## src/rtl/tmds_pkg.sv

```systemverilog
// TMDS shared definitions: control tokens, aligner state encoding, data decode helpers.
// Latency: n/a (constants and combinational functions only).
// Backpressure: n/a. Intended to be shared by the encoder and decoder sides.
package tmds_pkg;

  // Control-period tokens, written MSB..LSB; bit0 is the first bit on the wire.
  localparam logic [9:0] TMDS_TOK_00 = 10'b1101010100;
  localparam logic [9:0] TMDS_TOK_01 = 10'b0010101011;
  localparam logic [9:0] TMDS_TOK_10 = 10'b0101010100;
  localparam logic [9:0] TMDS_TOK_11 = 10'b1010101011;

  typedef enum logic [0:0] {
    SEARCH = 1'b0,
    LOCKED = 1'b1
  } align_state_t;

  function automatic logic tmds_is_token(input logic [9:0] sym);
    return (sym == TMDS_TOK_00) || (sym == TMDS_TOK_01) ||
           (sym == TMDS_TOK_10) || (sym == TMDS_TOK_11);
  endfunction

  function automatic logic [1:0] tmds_token_ctrl(input logic [9:0] sym);
    logic [1:0] c;
    c = 2'b00;
    case (sym)
      TMDS_TOK_01: c = 2'b01;
      TMDS_TOK_10: c = 2'b10;
      TMDS_TOK_11: c = 2'b11;
      default:     c = 2'b00;
    endcase
    return c;
  endfunction

  // Undo the optional inversion (bit9), then the XOR/XNOR transition stage (bit8).
  function automatic logic [7:0] tmds_decode_data(input logic [9:0] sym);
    logic [7:0] d;
    logic [7:0] q;
    d    = sym[9] ? ~sym[7:0] : sym[7:0];
    q    = 8'h00;
    q[0] = d[0];
    for (int i = 1; i < 8; i++) begin
      q[i] = sym[8] ? (d[i] ^ d[i-1]) : ~(d[i] ^ d[i-1]);
    end
    return q;
  endfunction

endpackage

```

## src/rtl/tmds_word_aligner.sv

```systemverilog
// TMDS word aligner: slices 10-bit symbols out of a 20-bit window and locks the offset on control-token runs.
// Latency: 1 cycle from the word holding a symbol's last bit to sym_q/tok_hit.
// Backpressure: none; one word accepted every pix_clk.
// Ports: pix_clk, rst_n (async, active-low); tmds_word raw deserialized word;
//   sym_q registered slice; tok_hit sym_q is a control token; locked; offset 0..9.
//   With TMDS_SLIP_CNT_EN: cnt_clr (sync clear) and slip_cnt (saturating slip/loss event count).
module tmds_word_aligner
  import tmds_pkg::*;
#(
  parameter int unsigned CTRL_RUN     = 8,
  parameter int unsigned SEARCH_WIN   = 1024,
  parameter int unsigned LOSS_TIMEOUT = 2048
) (
  input  logic        pix_clk,
  input  logic        rst_n,
  input  logic [9:0]  tmds_word,
`ifdef TMDS_SLIP_CNT_EN
  input  logic        cnt_clr,
  output logic [15:0] slip_cnt,
`endif
  output logic [9:0]  sym_q,
  output logic        tok_hit,
  output logic        locked,
  output logic [3:0]  offset
);

  localparam int unsigned RUN_W  = $clog2(CTRL_RUN + 1);
  localparam int unsigned WIN_W  = $clog2(SEARCH_WIN);
  localparam int unsigned LOSS_W = $clog2(LOSS_TIMEOUT);

  localparam logic [RUN_W-1:0]  RUN_ONE  = 1;
  localparam logic [WIN_W-1:0]  WIN_ONE  = 1;
  localparam logic [LOSS_W-1:0] LOSS_ONE = 1;

  align_state_t      state, state_nxt;
  logic [9:0]        prev_word;
  logic [19:0]       window;
  logic [9:0]        sym;
  logic [3:0]        offset_nxt;
  logic [RUN_W-1:0]  run_cnt, run_nxt;
  logic [WIN_W-1:0]  win_cnt, win_nxt;
  logic [LOSS_W-1:0] loss_cnt, loss_nxt;

  // Older word sits in the low half so that bit0 of the window is the earliest bit.
  assign window  = {tmds_word, prev_word};
  assign sym     = window[{1'b0, offset} +: 10];
  assign tok_hit = tmds_is_token(sym_q);
  assign locked  = (state == LOCKED);

  always_comb begin
    state_nxt  = state;
    offset_nxt = offset;
    run_nxt    = run_cnt;
    win_nxt    = win_cnt;
    loss_nxt   = loss_cnt;
    case (state)
      SEARCH: begin
        run_nxt = !tok_hit ? '0 : ((run_cnt == '1) ? run_cnt : run_cnt + RUN_ONE);
        win_nxt = (win_cnt == '1) ? win_cnt : win_cnt + WIN_ONE;
        // Lock takes precedence over a slip falling due in the same cycle.
        if (run_nxt >= RUN_W'(CTRL_RUN)) begin
          state_nxt = LOCKED;
          run_nxt   = '0;
          win_nxt   = '0;
          loss_nxt  = '0;
        end else if (win_cnt == WIN_W'(SEARCH_WIN - 1)) begin
          offset_nxt = (offset == 4'd9) ? 4'd0 : offset + 4'd1;
          run_nxt    = '0;
          win_nxt    = '0;
        end
      end
      LOCKED: begin
        loss_nxt = tok_hit ? '0 : ((loss_cnt == '1) ? loss_cnt : loss_cnt + LOSS_ONE);
        // Offset is kept on loss: the link most likely came back at the same alignment.
        if (loss_cnt == LOSS_W'(LOSS_TIMEOUT - 1)) begin
          state_nxt = SEARCH;
          run_nxt   = '0;
          win_nxt   = '0;
          loss_nxt  = '0;
        end
      end
      default: state_nxt = SEARCH;
    endcase
  end

  always_ff @(posedge pix_clk or negedge rst_n) begin
    if (!rst_n) begin
      state     <= SEARCH;
      prev_word <= '0;
      sym_q     <= '0;
      offset    <= '0;
      run_cnt   <= '0;
      win_cnt   <= '0;
      loss_cnt  <= '0;
    end else begin
      state     <= state_nxt;
      prev_word <= tmds_word;
      sym_q     <= sym;
      offset    <= offset_nxt;
      run_cnt   <= run_nxt;
      win_cnt   <= win_nxt;
      loss_cnt  <= loss_nxt;
    end
  end

`ifdef TMDS_SLIP_CNT_EN
  logic slip_evt;
  assign slip_evt = (offset_nxt != offset) || (state == LOCKED && state_nxt == SEARCH);

  always_ff @(posedge pix_clk or negedge rst_n) begin
    if (!rst_n) begin
      slip_cnt <= '0;
    end else if (cnt_clr) begin
      slip_cnt <= '0;
    end else if (slip_evt && slip_cnt != 16'hFFFF) begin
      slip_cnt <= slip_cnt + 16'd1;
    end
  end
`endif

endmodule

```

## src/rtl/tmds_channel_decoder.sv

```systemverilog
// TMDS channel decoder: word alignment plus decode of pixel byte, control bits and DE.
// Latency: 2 cycles from the word carrying a symbol's last bit to o_data/o_ctrl/o_de.
// Backpressure: none; one word per i_pix_clk, outputs update every cycle.
// Ports: i_pix_clk, i_rst_n (async, active-low); i_tmds_word raw word (bit0 earliest);
//   o_data, o_ctrl {c1,c0} ({vsync,hsync} on channel 0), o_de, o_locked, o_offset.
//   Optional TMDS_SLIP_CNT_EN adds i_cnt_clr and o_slip_cnt.
module tmds_channel_decoder
  import tmds_pkg::*;
#(
  parameter int unsigned CTRL_RUN     = 8,
  parameter int unsigned SEARCH_WIN   = 1024,
  parameter int unsigned LOSS_TIMEOUT = 2048
) (
  input  logic        i_pix_clk,
  input  logic        i_rst_n,
  input  logic [9:0]  i_tmds_word,
`ifdef TMDS_SLIP_CNT_EN
  input  logic        i_cnt_clr,
  output logic [15:0] o_slip_cnt,
`endif
  output logic [7:0]  o_data,
  output logic [1:0]  o_ctrl,
  output logic        o_de,
  output logic        o_locked,
  output logic [3:0]  o_offset
);

  logic [9:0] sym_q;
  logic       tok_hit;
  logic       locked;

  tmds_word_aligner #(
    .CTRL_RUN     (CTRL_RUN),
    .SEARCH_WIN   (SEARCH_WIN),
    .LOSS_TIMEOUT (LOSS_TIMEOUT)
  ) u_aligner (
    .pix_clk   (i_pix_clk),
    .rst_n     (i_rst_n),
    .tmds_word (i_tmds_word),
`ifdef TMDS_SLIP_CNT_EN
    .cnt_clr   (i_cnt_clr),
    .slip_cnt  (o_slip_cnt),
`endif
    .sym_q     (sym_q),
    .tok_hit   (tok_hit),
    .locked    (locked),
    .offset    (o_offset)
  );

  assign o_locked = locked;

  // Stage 2. o_data only ever changes on a decoded data symbol, so it holds
  // the last pixel across blanking and while unlocked.
  always_ff @(posedge i_pix_clk or negedge i_rst_n) begin
    if (!i_rst_n) begin
      o_data <= '0;
      o_ctrl <= '0;
      o_de   <= 1'b0;
    end else if (!locked) begin
      o_ctrl <= 2'b00;
      o_de   <= 1'b0;
    end else if (tok_hit) begin
      o_ctrl <= tmds_token_ctrl(sym_q);
      o_de   <= 1'b0;
    end else begin
      o_data <= tmds_decode_data(sym_q);
      o_de   <= 1'b1;
    end
  end

endmodule

```

## config.mk

```make
export PLATFORM = sky130hd
export DESIGN_NAME = tmds_channel_decoder
export DESIGN_NICKNAME = d
export VERILOG_FILES = /design/src/rtl/tmds_pkg.sv /design/src/rtl/tmds_word_aligner.sv /design/src/rtl/tmds_channel_decoder.sv
export SDC_FILE = /design/constraint.sdc
export NUM_CORES = 1
export LEC_CHECK = 0
export CAP_MARGIN = 20
export CORE_MARGIN = 2
export CORE_UTILIZATION = 35
export DETAILED_ROUTE_END_ITERATION = 10
export HOLD_SLACK_MARGIN = 0.03
export RECOVER_POWER = 25
export SYNTH_ARGS = -nofsm -noshare
export SYNTH_HDL_FRONTEND = slang
export SYNTH_HIERARCHICAL = 1
export SYNTH_SLANG_ARGS = --single-unit
```

## constraint.sdc

```tcl
create_clock -name i_pix_clk -period 1.95 [get_ports i_pix_clk]
set_input_delay 0.39 -clock i_pix_clk [delete_from_list [all_inputs] [get_ports i_pix_clk]]
set_output_delay 0.39 -clock i_pix_clk [all_outputs]
set_load 0.05 [all_outputs]
```

==> results, run 1 <==
- The run finished with clean final reports.
- The number of nets in the synthesized netlist is 346.
- The tightest hold margin is 0.4809 ns.
- The area growth from synthesis to layout is 27.04%.
- The worst clock skew on the final layout is 0.01169 ns.
- Yosys printed 6 warnings.
- The initial antenna violation count is 0.
- Averaged over all synthesized cells, the footprint is 10.50 µm².
- The starting density of the core is 35.88%.
- Power spread over the standard cell area amounts to 571.7 nW/µm².
- The insertion delay to the later sink of the worst-skew pair is 0.34 ns.
- The type of element launching the critical path is a flop.
- Clock tree synthesis found a total of 61 sinks.
- The type of element capturing the critical path is a primary output.
- The highest signal layer in the routed design is met4.
- The die is 103.6 µm tall.
- For this block, wires on met1 add up to 3789 µm.
- In this run the number of cells on the critical path is 1.
- Counting flops with a built-in enable in the synthesized netlist gives 0.
- Ranked by total cell area, the synthesized netlist is headed by dfrtp_1 (44%), mux4_2 (5.8%), mux2i_1 (3.7%).
- The first TritonRoute pass finished after 4 iterations.
- The critical path's slowest cell is clkdlybuf4s50_1.
- The share of async-settable or async-resettable flops after synthesis is 100.0%.
- The post-synthesis cell type with the largest combined area is dfrtp_1.
- In the detailed route, the total length drawn on met3 is 316 µm.
- TritonCTS built the clock tree.
- The post-DP HPWL is 5780 µm.
- The number of antenna cells inserted is 0.
- The wire length of the first global-routing pass is 13500 µm.
- The pin count of the biggest net entering global routing is 25.
- The critical path is of the reg2out type.
- The power spent charging and discharging nets is 669.6 µW.
- The tool flagged a number of max-cap violations equal to 0.
- The first routing iteration left 110 violations.
- The count of vias placed by the detailed router is 2742.
- The portion of total power attributed to the clock network is 41.1%.
- Buffers placed on the I/O ports in this run total 27.
- In this run the core area contains 36 standard-cell rows.
- The worst slew margin relative to its limit is 17.54%.
- The routed design has 7778 µm of wire.
- After technology mapping, the gate count stands at 331.
- The number of nets still failing antenna checks after routing is 0.
- The area share of the largest cell type after synthesis is 43.93%.
- The total overflow left after global routing is 0.
- The highest clock frequency the design can meet is 0.5291 GHz.
- Traced cell by cell, the critical path runs through clkdlybuf4s50_1.
- Clock tree synthesis selected as its root buffer the cell clkbuf_8.
- The TritonCTS buffer count is 9.
- The data arrival time of the critical path is 1.50 ns.
- On the worst path, the slowest cell contributes a delay of 0.81 ns.
- Of the synthesized area, sequential elements account for 43.93%.
- At the worst endpoint, the required time is 1.56 ns.
- The maximum fanout count along the critical path is 2.
- The internal power is 1854 µW.
- Using the TritonRoute via totals, the vias-per-cell ratio works out to 5.193.
- The number of filler cells placed in the layout is 927.
- The top-level port count is 28.
- Per report_power, the sequential group accounts for 51.7% of the total.
- In the final routed layout, each cell accounts on average for 14.73 µm.
- Along the worst hold path, the cell count comes to 2.
- The worst hold path belongs to the class reg2reg.
- Global routing used 15.44% of the available tracks across all layers.
- The number of failing hold endpoints at the final stage came to 0.
- The category of cells accounting for the largest share of critical-path delay is buffers and inverters.
- The longest clock path from root to sink contains 2 buffers.
- The DRC violation count after routing is 0.
- The number of nets at the end of the flow is 405.
- In this run the horizontal extent of the chip is 103.6 µm.
- By count the netlist is led by dfrtp_1 (61), nand2_1 (32), nand3_1 (21).
- The number of global-route vias before repair is 2738.
- The count of pins over their slew limit is 0.
- The most common cell in the synthesized netlist is dfrtp_1.
- The post-route clock period utilization is 96.93%.
- The fraction of final layout cells with drive strength greater than 1 is 22.78%.
- The clock transition at the registers of the reported paths is 0.08 ns.
- The count of unique library cells instantiated by Yosys is 59.
- Summing every instance area after synthesis gives 3475 µm².
- The number of cells traversed by the worst register-to-register path is 7.
- The main flop type after synthesis is dfrtp_1.
- The die covers 10740 µm².
- The smallest clock period supported by the final layout is computed as 1.890 ns.
- For this design the static power due to leakage is 0.001822 µW.
- The share of total power dissipated in combinational logic is 7.2%.
- Detailed routing placed a total of 3554 µm of wire on met2.
- At the pin with the least slew margin, the transition time is 1.237 ns.
- The post-synthesis register bit count is 61.
- CTS built an H-tree with a depth of 3.
- The area of the core region is 9684 µm².
- Of the total power, the share spent switching nets is 26.53%.
- The congestion estimate from routability-driven global placement came to 0.8191.
- Setup violations remaining at the end of the flow were counted as 0.
- The combined buffer and inverter count along the critical path is 1.
- The maximum vdd drop is 0.2561 mV.
- Once layout is complete, the utilization of the core stands at 45.58%.
## metal layers
metal | vias to the layer above | track usage [%]
met2 | 60 | 24.03
met5 | - | 0
li1 | 1369 | -
met4 | 0 | 5.405
met1 | 1301 | 21.44
met3 | 12 | 3.210
## cells by family (layout without fill, tap and decap cells)
| logic type | count (synthesis) | count (layout) | synth area share (%) |
|---|---|---|---|
| AND/OR/NAND/NOR | 115 | 115 | 18.40 |
| AO/OA/AOI/OAI | 81 | 81 | 16.10 |
| flip-flops | 61 | 61 | 43.93 |
| multiplexers | 30 | 30 | 12.60 |
| buffers and inverters | 25 | 89 | 3.853 |
| XOR/XNOR | 16 | 16 | 4.033 |
| adder cells (fa/ha/maj) | 3 | 3 | 1.080 |
## power groups by stage
stage	combinational, µW	sequential, µW	clock, µW
5_1_grt	203	1310	1130
3_5_place_dp	187	1330	0
4_1_cts	189	1310	1070
3_3_place_gp	185	1330	0
6_report	182	1310	1040
2_1_floorplan	88.9	1330	0
## through the flow
step | TNS, ns | instances | cell area [µm²] | setup slack, ns | total power (µW)
global placement | 0 | 510 | 4179 | 0.03609 | 1515
detailed placement | 0 | 510 | 4179 | 0.005826 | 1518
CTS | 0 | 527 | 4378 | 0.01943 | 2563
finish | 0 | 528 | 4414 | 0.05991 | 2524
global route | -0.008351 | 528 | 4414 | -0.008351 | 2647
floorplan | 0 | 331 | 3485 | 0.04125 | 1417
## sequential cells by signal, indices dropped and copies added (netlist names)
signal,flops
o_ctrl,2
o_data,8
o_de,1
u_aligner/locked,1
u_aligner/loss_cnt,11
u_aligner/offset,4
u_aligner/prev_word,10
u_aligner/run_cnt,4
u_aligner/sym_q,10
u_aligner/win_cnt,10
## layout by cell type (no fill, tap or decap), types with 3 or more instances in the layout
cell,count
dfrtp_1,59
nand2_1,32
buf_4,30
nand3_1,20
nor2_1,19
o21ai_0,18
xnor2_1,13
mux2i_1,13
a21oi_1,12
a31oi_1,12
clkdlybuf4s50_1,11
dlygate4sd3_1,10
clkbuf_8,9
buf_12,9
mux4_2,9
inv_1,7
mux2_2,7
nor3_1,6
nand3b_1,5
nor2b_1,5
a41oi_1,4
o31ai_1,4
clkinv_4,3
o21ai_1,3
a211oi_1,3
o22ai_1,3
and3_1,3
o2bb2ai_1,3
a22o_1,3
and2_1,3
xor2_1,3
## path summary, 6_finish.rpt
path / startpoint / end / slack, ns
max reg2reg: u_aligner/run_cnt[0] / u_aligner/win_cnt[2] / 0.10
min in group asynchronous: i_rst_n / u_aligner/loss_cnt[6] / 0.83
min reg2reg: o_data[1] / o_data[1] / 0.48
max in group asynchronous: i_rst_n / u_aligner/offset[0] / 0.38
max: o_ctrl[1] / o_ctrl[1] / 0.06
min: o_data[1] / o_data[1] / 0.48
## what timing repair did
item | 4_1_cts | 5_1_grt
endpoints found under the hold margin | 16 | 0
endpoints found under the setup margin | 1 | 17
resized for setup | 1 | 8
pin swaps | 0 | 1
hold buffers | 1 | 0
buffers inserted | 0 | 1
## area by class of cell
cell class | instances | area [µm²] | area share (%)
timing repair buffer | 64 | 646.9 | 14.65
clock inverter | 7 | 58.81 | 1.332
tap | 133 | 166.4 | 3.770
multi-input combinational | 245 | 1856 | 42.04
inverter | 9 | 33.78 | 0.7653
clock buffer | 9 | 123.9 | 2.806
sequential | 61 | 1529 | 34.64
Note: power is estimated with default switching activity, not from simulation.
==> run 2: changes to the inputs <==
- CORE_ASPECT_RATIO: default -> 1.75
- CTS_CLUSTER_DIAMETER: default -> 50
- GPL_ROUTABILITY_DRIVEN: default -> 0
==> results, run 2 (synthesis results as in run 1) <==
- The cell depth of the worst min-delay path was 2 (unchanged).
- The detail-routed via count per cell is 5.488 (+5.7%).
- The worst slew margin relative to its limit is 0.4931% (-17 points).
- The initial antenna violation count is 0 (unchanged).
- The area added between synthesis and finish is 30.79%.
- The post-route clock period utilization is 96.20% (-0.72 points).
- The worst hold path terminates at o_data[0].
- On the critical path, the stage with the largest delay is an instance of dfrtp_2.
- In this design, the critical path's most frequently occurring cell is mux2_2.
- The number of failing hold endpoints at the final stage is 0 (unchanged).
- The total global routing track utilization was 16.56% (+1.1 points).
- The number of global-route vias before repair is 2902 (+6.0%).
- The clock transition at the registers of the reported paths is 0.05 ns (-0.03 ns).
- The data arrival time of the critical path came to 2.09 ns (+0.59 ns).
- The worst clock skew on the final layout came to 0.008626 ns (-0.003064 ns).
- The maximum vdd drop is 0.6010 mV (+130%).
- The number of nets at the end of the flow came to 408 (+0.74%).
- The number of antenna cells inserted is 0 (unchanged).
- The final setup violation count is 0 (unchanged).
- The TritonCTS buffer count is 9 (unchanged).
- Setup repair after global routing left no endpoint under its margin.
- The hold buffer count at cts is 0 (-1).
- The DRC violation count after routing is 0 (unchanged).
- The power density relative to cell area is 754.1 nW/µm² (+32%).
- The highest clock frequency the design can meet is 0.5331 GHz (+0.75%).
- The count of pins over their slew limit is 0 (unchanged).
- The post-DP HPWL is 6047 µm (+4.6%).
- The top-level port count is 28 (unchanged).
- The post-route total power is 3427 µW (+36%).
- The post-route minimum period is 1.876 ns (-0.01411 ns).
- The insertion delay to the later sink of the worst-skew pair is 0.33 ns (about the same).
- In this run the most critical hold path is launched from o_data[0].
- The origin of the critical flop-to-flop path is u_aligner/offset[1].
- The final routed wire length divided by cell count came to 15.72 µm (+6.7%).
- The die height is 135.8 µm (+31%).
- The maximum fanout count along the critical path came to 20 (+18).
- STA classifies the critical path endpoint as a flop.
- The pin count of the biggest net entering global routing came to 62 (+150%).
- The number of filler cells placed in the layout is 887 (-4.3%).
- The iteration count of the initial detailed-routing pass is 4 (unchanged).
- The clock tree buffer depth is 2 (unchanged).
- The register bank with the most flops is u_aligner/loss_cnt.
- The TritonCTS clock tree is done.
- The worst register-to-register path ends at u_aligner/sym_q[3].
- The wire length of the first global-routing pass is 13750 µm (+1.8%).
- Walking the worst path, the cells encountered are mux2_2 > mux2i_1 > a21oi_1 > mux2_2.
- The number of placement rows is 48 (+33%).
- The number of flip-flops under the largest register name is 11 (unchanged).
- The area of the core region is 9789 µm² (+1.1%).
- The fraction of final layout cells with drive strength greater than 1 is 24.12% (+1.3 points).
- The data required time at the worst endpoint is 2.16 ns (+0.60 ns).
- The starting density of the core was 35.49% (-0.39 points).
- The slew at the pin closest to its max-slew limit is 1.493 ns (+0.2557 ns).
- The count of vias placed by the detailed router came to 2870 (+4.7%).
- The clock sink total was 61 (unchanged).
- The number of cells traversed by the worst register-to-register path is 4 (-3).
- The violation count after the first detailed-route iteration is 156 (+42%).
- The most common library cell in the layout ignoring fill and taps is dfrtp_1.
- The path class of the lowest-slack min-delay path is reg2reg.
- The static leakage is 0.001891 µW (+3.8%).
- The number of nets still failing antenna checks after routing is 0 (unchanged).
- The total overflow reported by the global router is 0 (unchanged).
- The number of max-cap violations is 1 (+1).
- The top cell types in the final layout, fill and taps aside, are dfrtp_1 (59), buf_4 (39), nand2_1 (32).
- The cell area after layout is 4544 µm² (+2.9%).
- The width of the chip came to 79.32 µm (-23%).
- The run finished, with violations left.
- The post-detailed-placement cell area came to 4139 µm² (-0.96%).
- The slack of the worst reg-to-reg path is 0.07 ns (-0.03 ns).
- The delay of the slowest cell on the worst path is 0.64 ns (-0.17 ns).
- CTS placed an instance of clkbuf_16 at the clock tree root.
- The critical path class is reg2reg.
- The total number of H-tree levels is 3 (unchanged).
- The type of element launching the critical path is a flop.
- The checks that failed: max-capacitance violations.
- The die area was 10770 µm² (+0.29%).
- The routed wire length came to 8222 µm (+5.7%).
- The count of buffers inserted at the top-level ports is 27 (unchanged).
run 2: critical path, delay by kind of cell, from the launching register on:
kind | cells | cell delay [ns]
flip-flops | 1 | 0.64
multiplexers | 3 | 1.00
AO/OA/AOI/OAI | 1 | 0.12
run 2: metrics by stage:
stage	TNS [ns]	worst slack (ns)	utilization [%]	cells	hold slack [ns]
6_report	0	0.07402	46.42	523	0.4735
5_1_grt	0	0.007906	46.42	523	0.5096
4_1_cts	-0.003772	-0.003772	45.99	519	0.06843
3_5_place_dp	-0.01799	-0.01799	42.28	503	0.4280
3_3_place_gp	-0.0009048	-0.0009048	42.28	503	0.4256
2_1_floorplan	0	0.04125	-	331	0.09441
run 2: metal layers:
layer,global-route usage (%),wire (µm),up-vias
li1,-,-,1367
met4,8.046,316,0
met2,30.56,4553,68
met5,0,0,-
met3,3.667,245,21
met1,17.36,3106,1414
run 2: power breakdown:
part / internal, µW / switching (µW)
clock: 1370 / 570
sequential: 1290 / 20.5
combinational: 90.9 / 85.8
run 2: repair_timing:
action                                  CTS  global route
gates resized for setup                   0             8
endpoints found under the setup margin    1            19
hold endpoints to repair                  0             0
buffers inserted                          0             4
pin swaps                                 0             2
run 2: cell type report:
type	instances	area [µm²]	share of cell area (%)
inverter	9	33.78	0.7434
timing repair buffer	67	613.1	13.49
multi-input combinational	245	1849	40.69
sequential	61	1529	33.65
clock buffer	9	225.2	4.956
clock inverter	7	137.6	3.029
tap	125	156.4	3.442
run 2: worst max-delay path by stage:
stage                                startpoint  slack [ns]  depth (start not counted)                    end
after CTS                 u_aligner/loss_cnt[0]      -0.004                          6  u_aligner/loss_cnt[6]
final                       u_aligner/offset[1]        0.07                          4     u_aligner/sym_q[3]
after global routing      u_aligner/loss_cnt[1]       0.008                          6   u_aligner/win_cnt[7]
after floorplan              u_aligner/sym_q[4]        0.04                          7              o_ctrl[1]
after detailed placement         i_tmds_word[1]       -0.02                          5     u_aligner/sym_q[3]
after global placement           i_tmds_word[1]     -0.0009                          5     u_aligner/sym_q[3]
==> run 3: changes to the inputs <==
- CTS_BUF_LIST: default -> sky130_fd_sc_hd__clkbuf_2
==> results, run 3 (synthesis results as in run 1) <==
- The maximum fanout count along the critical path was 7 (-65%).
- The number of failing hold endpoints at the final stage came to 0 (unchanged).
- The startpoint of the worst setup timing path is u_aligner/run_cnt[0].
- The total global routing track utilization is 16.40% (-0.16 points).
- The number of placement rows is 48 (unchanged).
- The routed wire length is 8234 µm (+0.15%).
- The path class of the lowest-slack min-delay path is in2reg.
- The total overflow reported by the global router was 0 (unchanged).
- The initial antenna violation count came to 1 (+1).
- The width of the chip is 79.32 µm (unchanged).
- The worst slew margin relative to its limit was 44.70% (+44 points).
- The type of element capturing the critical path is a flop.
- The number of global-route vias before repair is 2914 (+0.41%).
- The tightest hold margin is 0.4577 ns (-0.01579 ns).
- The top cell types in the final layout, fill and taps aside, are dfrtp_1 (57), buf_4 (39), nand2_1 (32).
- The clock tree buffer depth came to 2 (unchanged).
- The die area was 10770 µm² (unchanged).
- The wire length on met1 was 3157 µm (+1.6%).
- The number of max-cap violations is 0 (-1).
- The post-route clock period utilization was 96.44% (+0.24 points).
- The final setup violation count is 0 (unchanged).
- The run finished with clean final reports.
- The area growth from synthesis to layout is 26.00%.
- Setup repair after global routing could not meet its margin everywhere.
- The worst clock skew on the final layout is 0.02966 ns (+0.02104 ns).
- The static leakage is 0.001875 µW (-0.85%).
- The count of pins over their slew limit is 0 (unchanged).
- The detail-routed via count per cell was 5.453 (-0.62%).
- The starting density of the core was 35.49% (unchanged).
- TritonCTS built the clock tree.
- The area of the core region is 9789 µm² (unchanged).
- The fraction of final layout cells with drive strength greater than 1 was 25.06% (+0.94 points).
- The library cell used most frequently in the layout, excluding fill and tap cells, is dfrtp_1.
- The top-level port count is 28 (unchanged).
- The data required time at the worst endpoint is 2.41 ns (+0.25 ns).
- The critical path class is reg2reg.
- Signal routing reaches up to met4.
- The count of vias placed by the detailed router is 2863 (-0.24%).
- The hold path startpoint is i_tmds_word[5].
- The final routed wire length divided by cell count is 15.68 µm (-0.24%).
- The total number of H-tree levels is 3 (unchanged).
- The highest clock frequency the design can meet is 0.5318 GHz (-0.24%).
- The type of element launching the critical path is a flop.
- The DRC violation count after routing is 0 (unchanged).
- Ranked by flip-flop count, first place goes to u_aligner/loss_cnt.
- The number of nets at the end of the flow is 409 (+0.25%).
- The TritonCTS buffer count was 9 (unchanged).
- The number of flip-flops under the largest register name was 11 (unchanged).
- The post-DP HPWL was 6047 µm (unchanged).
- The wire length of the first global-routing pass came to 13630 µm (-0.90%).
- The routed wire length on met2 is 4481 µm (-1.6%).
- The total length of routed met3 wires was 267 µm (+9.0%).
- The number of placed cells counting well taps is 503 (unchanged).
- In this run the clock root is driven by a clkbuf_2.
- The post-route minimum period is 1.881 ns (+0.004586 ns).
- The clock transition at the registers of the reported paths is 0.20 ns (+0.15 ns).
- The slew at the pin closest to its max-slew limit was 0.8296 ns (-0.6630 ns).
- The iteration count of the initial detailed-routing pass is 4 (unchanged).
- The violation count after the first detailed-route iteration came to 141 (-9.6%).
- The number of nets still failing antenna checks after routing is 0 (unchanged).
- The data arrival time of the critical path is 2.34 ns (+0.25 ns).
- The number of standard cells in the final layout excluding fillers is 525 (+0.38%).
- The die height is 135.8 µm (unchanged).
- The slack of the worst reg-to-reg path is 0.07 ns (about the same).
- The count of buffers inserted at the top-level ports is 27 (unchanged).
- The maximum vdd drop is 0.4736 mV (-21%).
- The power density relative to cell area came to 607.4 nW/µm² (-19%).
- In this run the critical register-to-register path is launched from u_aligner/run_cnt[0].
- The pin count of the biggest net entering global routing came to 62 (unchanged).
- The clock sink total is 61 (unchanged).
- The insertion delay to the later sink of the worst-skew pair came to 0.53 ns (+0.20 ns).
-- run 3: final cells by class --
class,count,area [µm²]
Inverter,9,33.78
Clock inverter,7,137.6
Clock buffer,9,45.04
Sequential cell,61,1534
Fill cell,911,5411
Tap cell,125,156.4
Multi-Input combinational cell,245,1857
Antenna cell,1,2.502
Timing Repair Buffer,68,611.8
-- run 3: routing by layer --
metal	GRT usage, %	vias to the layer above
met1	17.11	1406
met4	9.770	0
met5	0	-
met2	29.76	67
li1	-	1369
met3	3.200	21
-- run 3: repair_timing --
item / in CTS / in global routing
hold endpoints to repair: 61 / 0
hold buffers: 1 / 0
cloned: 0 / 0
setup buffers: 0 / 4
pin swaps: 0 / 2
endpoints found under the setup margin: 21 / 18
resized for setup: 16 / 8
-- run 3: critical path, stage by stage (launching register included) --
cell and delay [ns]:
dfrtp_1 0.42, ha_1 0.21, nor2b_1 0.17, a41oi_2 0.20, o21a_4 0.20, buf_4 0.14, o31ai_1 0.29, a22o_1 0.18
-- run 3: metrics by stage --
stage	utilization, %	setup TNS (ns)	setup WS, ns	total power (µW)	area [µm²]
6_report	44.72	0	0.06944	2659	4378
3_5_place_dp	42.28	-0.01799	-0.01799	1513	4139
4_1_cts	44.18	0	0.01122	2696	4325
5_1_grt	44.72	-0.05010	-0.03186	2765	4378
2_1_floorplan	-	0	0.04125	1417	3485
3_3_place_gp	42.28	-0.0009048	-0.0009048	1511	4139
-- run 3: final timing paths --
path,depth (start not counted),endpoint
worst min register to register,2,o_data[0]
max in group asynchronous,3,u_aligner/offset[1]
min in group asynchronous,3,u_aligner/prev_word[8]
worst min-delay path,1,u_aligner/prev_word[5]
worst max register to register,7,u_aligner/win_cnt[4]
worst max-delay path,7,u_aligner/win_cnt[4]
-- run 3: power by group --
group	leakage [µW]	total [µW]	internal [µW]	switching [µW]
combinational	0.000989	176	89.9	86.0
clock	0.000102	1180	676	499
sequential	0.000785	1310	1290	20.5
total	0.00188	2660	2050	606
